--- src/rtl/irq_ctrl_if.sv ---
// Signal bundle between the core (CSR file + trap FSM) and the interrupt pending/mask controller.
interface irq_ctrl_if;
    logic        pex_irq_i;
    logic        ptcmp_irq_i;
    logic        psoft_irq_i;
    logic        ext_edge_i;
    logic [31:0] mie_i;
    logic        trap_in_i;
    logic        pex_trap_rsp_i;
    logic        ptcmp_trap_rsp_i;
    logic        psoft_trap_rsp_i;
    logic        pex_trap_o;
    logic        ptcmp_trap_o;
    logic        psoft_trap_o;
    logic [31:0] mip_o;

    modport master (
        output pex_irq_i, ptcmp_irq_i, psoft_irq_i, ext_edge_i, mie_i, trap_in_i,
               pex_trap_rsp_i, ptcmp_trap_rsp_i, psoft_trap_rsp_i,
        input  pex_trap_o, ptcmp_trap_o, psoft_trap_o, mip_o
    );

    modport slave (
        input  pex_irq_i, ptcmp_irq_i, psoft_irq_i, ext_edge_i, mie_i, trap_in_i,
               pex_trap_rsp_i, ptcmp_trap_rsp_i, psoft_trap_rsp_i,
        output pex_trap_o, ptcmp_trap_o, psoft_trap_o, mip_o
    );
endinterface

--- src/rtl/irq_ctrl.sv ---
// Interrupt pending/mask controller: syncs the external line, keeps MEIP/MTIP/MSIP, masks with mie
// and presents registered trap requests that freeze during a trap and stay off for a guard window.
module irq_ctrl #(
    parameter int EXT_SYNC_STAGES = 2,
    parameter int GUARD_CYCLES    = 2
) (
    input logic        clk,
    input logic        rst_n,
    irq_ctrl_if.slave  bus
);

    localparam logic [1:0] ST_IDLE  = 2'd0;
    localparam logic [1:0] ST_HOLD  = 2'd1;
    localparam logic [1:0] ST_GUARD = 2'd2;

    // Bit order used for pending, request and response vectors: {ext, timer, soft}
    logic [EXT_SYNC_STAGES-1:0] sync_q, sync_d;
    logic                       ext_s_d_q;
    logic                       ext_s, ext_rise;
    logic [2:0]                 pend_q, pend_d;
    logic [2:0]                 req, rsp;
    logic [2:0]                 trap_q, trap_d;
    logic [1:0]                 state_q, state_d;
    logic [3:0]                 cnt_q, cnt_d;
    logic                       unused_mie;

    assign sync_d   = {sync_q[EXT_SYNC_STAGES-2:0], bus.pex_irq_i};
    assign ext_s    = sync_q[EXT_SYNC_STAGES-1];
    assign ext_rise = ext_s & ~ext_s_d_q;

    assign rsp = {bus.pex_trap_rsp_i, bus.ptcmp_trap_rsp_i, bus.psoft_trap_rsp_i};
    assign req = pend_q & {bus.mie_i[11], bus.mie_i[7], bus.mie_i[3]};

    // In edge mode a new rise beats a simultaneous response so no edge is ever dropped
    always_comb begin
        pend_d    = pend_q;
        pend_d[0] = bus.psoft_irq_i;
        pend_d[1] = bus.ptcmp_irq_i;
        if (bus.ext_edge_i) pend_d[2] = ext_rise | (pend_q[2] & ~rsp[2]);
        else                pend_d[2] = ext_s;
    end

    always_comb begin
        state_d = state_q;
        trap_d  = trap_q;
        cnt_d   = cnt_q;
        case (state_q)
            ST_IDLE: begin
                trap_d = req;
                if (bus.trap_in_i) state_d = ST_HOLD;
            end
            ST_HOLD: begin
                if (!bus.trap_in_i) begin
                    state_d = ST_GUARD;
                    trap_d  = 3'b000;
                    cnt_d   = 4'(GUARD_CYCLES);
                end else begin
                    trap_d = trap_q & ~rsp;
                end
            end
            ST_GUARD: begin
                cnt_d = cnt_q - 4'd1;
                if (bus.trap_in_i) begin
                    state_d = ST_HOLD;
                    trap_d  = 3'b000;
                    cnt_d   = 4'd0;
                end else if (cnt_q == 4'd1) begin
                    // Reload on the exit edge so the zero window is exactly GUARD_CYCLES long
                    state_d = ST_IDLE;
                    trap_d  = req;
                end else begin
                    trap_d = 3'b000;
                end
            end
            default: begin
                state_d = ST_IDLE;
                trap_d  = 3'b000;
                cnt_d   = 4'd0;
            end
        endcase
    end

    always_ff @(posedge clk or negedge rst_n) begin
        if (!rst_n) begin
            sync_q    <= '0;
            ext_s_d_q <= 1'b0;
            pend_q    <= 3'b000;
            trap_q    <= 3'b000;
            state_q   <= ST_IDLE;
            cnt_q     <= 4'd0;
        end else begin
            sync_q    <= sync_d;
            ext_s_d_q <= ext_s;
            pend_q    <= pend_d;
            trap_q    <= trap_d;
            state_q   <= state_d;
            cnt_q     <= cnt_d;
        end
    end

    assign bus.pex_trap_o   = trap_q[2];
    assign bus.ptcmp_trap_o = trap_q[1];
    assign bus.psoft_trap_o = trap_q[0];
    assign bus.mip_o        = {20'b0, pend_q[2], 3'b0, pend_q[1], 3'b0, pend_q[0], 3'b0};

    assign unused_mie = ^{bus.mie_i[31:12], bus.mie_i[10:8], bus.mie_i[6:4], bus.mie_i[2:0]};

endmodule

--- src/flat_wrapper.sv ---
// flat-port wrapper written by rule: the top's interface ports become plain ports
module irq_ctrl_flat 
#(
    parameter int EXT_SYNC_STAGES = 2,
    parameter int GUARD_CYCLES    = 2
)
  (clk, rst_n, bus_pex_irq_i, bus_ptcmp_irq_i, bus_psoft_irq_i, bus_ext_edge_i, bus_mie_i, bus_trap_in_i, bus_pex_trap_rsp_i, bus_ptcmp_trap_rsp_i, bus_psoft_trap_rsp_i, bus_pex_trap_o, bus_ptcmp_trap_o, bus_psoft_trap_o, bus_mip_o);
  irq_ctrl_if bus_i ();
  input logic clk;
  input logic rst_n;
  input wire logic [$bits(bus_i.pex_irq_i)-1:0] bus_pex_irq_i;
  input wire logic [$bits(bus_i.ptcmp_irq_i)-1:0] bus_ptcmp_irq_i;
  input wire logic [$bits(bus_i.psoft_irq_i)-1:0] bus_psoft_irq_i;
  input wire logic [$bits(bus_i.ext_edge_i)-1:0] bus_ext_edge_i;
  input wire logic [$bits(bus_i.mie_i)-1:0] bus_mie_i;
  input wire logic [$bits(bus_i.trap_in_i)-1:0] bus_trap_in_i;
  input wire logic [$bits(bus_i.pex_trap_rsp_i)-1:0] bus_pex_trap_rsp_i;
  input wire logic [$bits(bus_i.ptcmp_trap_rsp_i)-1:0] bus_ptcmp_trap_rsp_i;
  input wire logic [$bits(bus_i.psoft_trap_rsp_i)-1:0] bus_psoft_trap_rsp_i;
  output wire logic [$bits(bus_i.pex_trap_o)-1:0] bus_pex_trap_o;
  output wire logic [$bits(bus_i.ptcmp_trap_o)-1:0] bus_ptcmp_trap_o;
  output wire logic [$bits(bus_i.psoft_trap_o)-1:0] bus_psoft_trap_o;
  output wire logic [$bits(bus_i.mip_o)-1:0] bus_mip_o;
  assign bus_i.pex_irq_i = bus_pex_irq_i;
  assign bus_i.ptcmp_irq_i = bus_ptcmp_irq_i;
  assign bus_i.psoft_irq_i = bus_psoft_irq_i;
  assign bus_i.ext_edge_i = bus_ext_edge_i;
  assign bus_i.mie_i = bus_mie_i;
  assign bus_i.trap_in_i = bus_trap_in_i;
  assign bus_i.pex_trap_rsp_i = bus_pex_trap_rsp_i;
  assign bus_i.ptcmp_trap_rsp_i = bus_ptcmp_trap_rsp_i;
  assign bus_i.psoft_trap_rsp_i = bus_psoft_trap_rsp_i;
  assign bus_pex_trap_o = bus_i.pex_trap_o;
  assign bus_ptcmp_trap_o = bus_i.ptcmp_trap_o;
  assign bus_psoft_trap_o = bus_i.psoft_trap_o;
  assign bus_mip_o = bus_i.mip_o;
  irq_ctrl #(.EXT_SYNC_STAGES(EXT_SYNC_STAGES), .GUARD_CYCLES(GUARD_CYCLES)) u_core (.clk(clk), .rst_n(rst_n), .bus(bus_i));
endmodule
--- config.mk ---
export PLATFORM = sky130hd
export DESIGN_NAME = irq_ctrl_flat
export DESIGN_NICKNAME = d
export VERILOG_FILES = /design/src/rtl/irq_ctrl_if.sv /design/src/rtl/irq_ctrl.sv /design/src/flat_wrapper.sv
export SDC_FILE = /design/constraint.sdc
export NUM_CORES = 1
export LEC_CHECK = 0
export CORE_MARGIN = 4
export CORE_UTILIZATION = 36
export CTS_BUF_LIST = sky130_fd_sc_hd__clkbuf_16
export DETAILED_ROUTE_END_ITERATION = 10
export MAX_ROUTING_LAYER = met4
export PLACE_DENSITY = 0.84
export SETUP_SLACK_MARGIN = 0.2
export SLEW_MARGIN = 40
export SYNTH_ARGS = -nofsm -noshare
export SYNTH_HDL_FRONTEND = slang
export SYNTH_SLANG_ARGS = --single-unit
--- constraint.sdc ---
create_clock -name clk -period 3.9 [get_ports clk]
set_input_delay 0.78 -clock clk [delete_from_list [all_inputs] [get_ports clk]]
set_output_delay 0.78 -clock clk [all_outputs]
set_load 0.05 [all_outputs]
==> results.toml <==
[floorplan]
die_area_mm2 = 0.00371
die_w_um = 60.9
effective_utilization_at_floorplan_pct = 39.2
dieHeight_um = 60.9
core_region_area_mm2 = 0.00257
num_io_pins = 77
num_rows = 18

[clock_tree]
clock_insertion_delay_worst_skew_ns = 0.25
cts.clk_slew.worst_paths_ns = 0.05
cts_root_buf = "clkbuf_16"
cts-htree-levels = 1
tritoncts.num_buffers = 3
cts_hold_buffers = 0
cts_tree = "done"
cts_resized = 0
ctsLongestPathBuffers = 2
post_cts_buffers = 0
cts.sink_count = 15

[worst_setup_path]
cp_num_buf_inv = 1
reg2reg_to = "u_core.cnt_q[3]$_DFFE_PN0P_"
crit_arrival_ns = 1.47
worst-r2r-setup-slack_ns = 2.28
worstPathMaxFanout = 4
cp_slowest_cell = "clkdlybuf4s50_1"
critical_path.reg2reg.startpoint = "u_core.state_q[1]$_DFFE_PN0P_"
setup.worst_path.class = "register to output pin"
crit_path_end_kind = "output pin"
worst-r2r-cell-count = 5
cp_top_family = "buffers and inverters"
path_cells = "clkdlybuf4s50_1"
worst-endpoint-required_ns = 3.12
critical_path.startpoint_type = "register"
worst_path_largest_cell_delay_ns = 0.83

[run]
maxCapViolations = 0

[sta]
timing.final.setup_violations = 0
max_freq_mhz = 444
slew_viol_final = 0
finalSetupTns_ns = 0
worst-slew-pin-transition_ns = 0.666
timing.max_slew.rel_slack_pct = 55.5
rsz0062_at_grt = "false"
layout_worst_path_cycle_share_pct = 57.7
hold_viol_final = 0
timing.clock.skew_ns = 0.00320
period_minus_slack_ns = 2.25
hold_ws_ns = 0.352

[min_path]
worstHoldStart = "u_core.sync_q[0]$_DFF_PN0_"
holdPathEnd = "u_core.sync_q[1]$_DFF_PN0_"
hold-path-cell-count = 0
worstHoldPathType = "register to register"

[finish]
diodes = 0
most_used_cells_in_the_layout_excluding_fill_and_tap_cells = "conb_1 (29), clkdlybuf4s50_1 (18), dfrtp_1 (15), inv_1 (7), ha_1 (6)"
drive_gt1_share_pct = 4.96
design.final.nets = 170
mostFrequentLayoutCell = "conb_1"
layout.filler_cells = 242
area_added_between_synthesis_and_finish_pct = 15.7

[global_route]
overflow = 0
number_of_global_route_vias_before_repair = 742
grt_pass1_wl_mm = 2.97
antenna_violations_before_repair = 0
grt_start_max_net_pins = 16
globalRouteTotalUtil_pct = 11.2

[placed_design]
hpwl_mm = 1.55
portBuffers = 18
finalWeightedCongestion = 0.827

[yosys]
synthesis.area_mm2 = 0.00101
ys_types = 31
yosysSeqAreaShare_pct = 37.3
synth_cells = 103
synth.ff_latch_count = 15
synthesis.area_per_instance_um2 = 9.78
yosysWarnings = 0

[drt]
totalWireLength_mm = 1.97
drt_iter0_drc = 38
final_antenna_net_count = 0
wl_met2_um = 993
drt_pre_antenna_iters = 4
routed_wirelength_normalized_by_instance_count_um = 13.0
top_layer_used = "met4"
total_via_count_in_the_routed_design = 731
m1WireLength_um = 731
drt-vias-per-instance = 4.84
drc = 0
met3_wirelength_um = 184

[power]
peakVddDrop_uv = 372
power.static_leakage_nw = 0.546
power.density_mw_per_mm2 = 632

[outcome]
result_of_the_run = "complete, no violations"
final cells by class:
cell class                 count  area (µm²)  share of cell area, %
clock buffer                   3        75.1                   6.44
inverter                       7        26.3                   2.26
timing repair buffer          18         180                   15.5
multi-input combinational     77         465                   40.0
sequential                    15         375                   32.2
tap                           30        37.5                   3.22
clock inverter                 1        5.00                  0.430
state kept, by name, indices dropped and copies added (netlist names):
register          flops
u_core.trap_q         3
u_core.sync_q         2
u_core.ext_s_d_q      1
u_core.state_q        2
u_core.cnt_q          4
u_core.pend_q         3
how the worst max path moves through the flow:
stage,cells past startpoint,to,from,slack [ns]
6_report,1,bus_mip_o[11],u_core.pend_q[2]$_DFF_PN0_,1.65
3_5_place_dp,4,u_core.cnt_q[3]$_DFFE_PN0P_,bus_trap_in_i,1.62
2_1_floorplan,4,u_core.trap_q[2]$_DFF_PN0_,bus_trap_in_i,2.40
4_1_cts,1,bus_mip_o[11],u_core.pend_q[2]$_DFF_PN0_,1.64
5_1_grt,1,bus_mip_o[11],u_core.pend_q[2]$_DFF_PN0_,1.62
3_3_place_gp,4,u_core.cnt_q[3]$_DFFE_PN0P_,bus_trap_in_i,1.68
per-layer routing:
layer,vias up,track usage (%)
met3,7,2.13
met4,0,8.98
met2,48,18.9
met5,-,-
li1,340,-
met1,336,11.1
kinds of logic (layout without fill, tap and decap cells):
kind of cell	after synthesis	after routing	synth area share, %
AO/OA/AOI/OAI	17	17	11.8
adder cells (fa/ha/maj)	6	6	7.45
buffers and inverters	39	29	27.0
flip-flops	15	15	37.3
other	1	29	0.372
AND/OR/NAND/NOR	25	25	16.2
synthesized netlist by cell type, drive strengths merged:
cell type,instances,share of area (%)
or3,1,0.62
nand2,3,1.1
or2b,1,0.75
nand4b,2,1.7
conb,1,0.37
and2,1,0.62
a311o,1,0.99
dfrtp,15,37
nand2b,2,1.2
nor3,1,0.50
nor4b,1,0.87
nand3,3,1.5
nand4,5,3.1
nor2,2,0.75
a21o,2,1.5
nor3b,1,1.9
a31oi,3,1.9
nor2b,1,0.87
o22ai,2,1.2
nor4,1,0.62
o221ai,1,0.87
inv,7,2.6
o21ai,3,1.5
o2bb2ai,1,0.87
a21oi,2,0.99
a32o,2,2.0
ha,6,7.5
buf,32,24
through the flow:
stage / instances / setup WS (ns) / total power (W) / area (µm²) / utilization [%]
finish: 151 / 1.65 / 0.000736 / 1160 / 45.4
global route: 151 / 1.62 / 0.000781 / 1160 / 45.4
CTS: 151 / 1.64 / 0.000740 / 1160 / 45.4
detailed placement: 147 / 1.62 / 0.000535 / 1080 / 42.3
global placement: 147 / 1.68 / 0.000517 / 1080 / 42.3
floorplan: 131 / 2.40 / 0.000504 / 1110 / -
power breakdown:
part	internal (W)	switching, W	total (W)	leakage [nW]
Sequential	0.000184	0.0000274	0.000212	0.192
Clock	0.000137	0.0000642	0.000201	0.0409
Combinational	0.000104	0.000219	0.000323	0.313
Power figures use the tool's default switching activity.
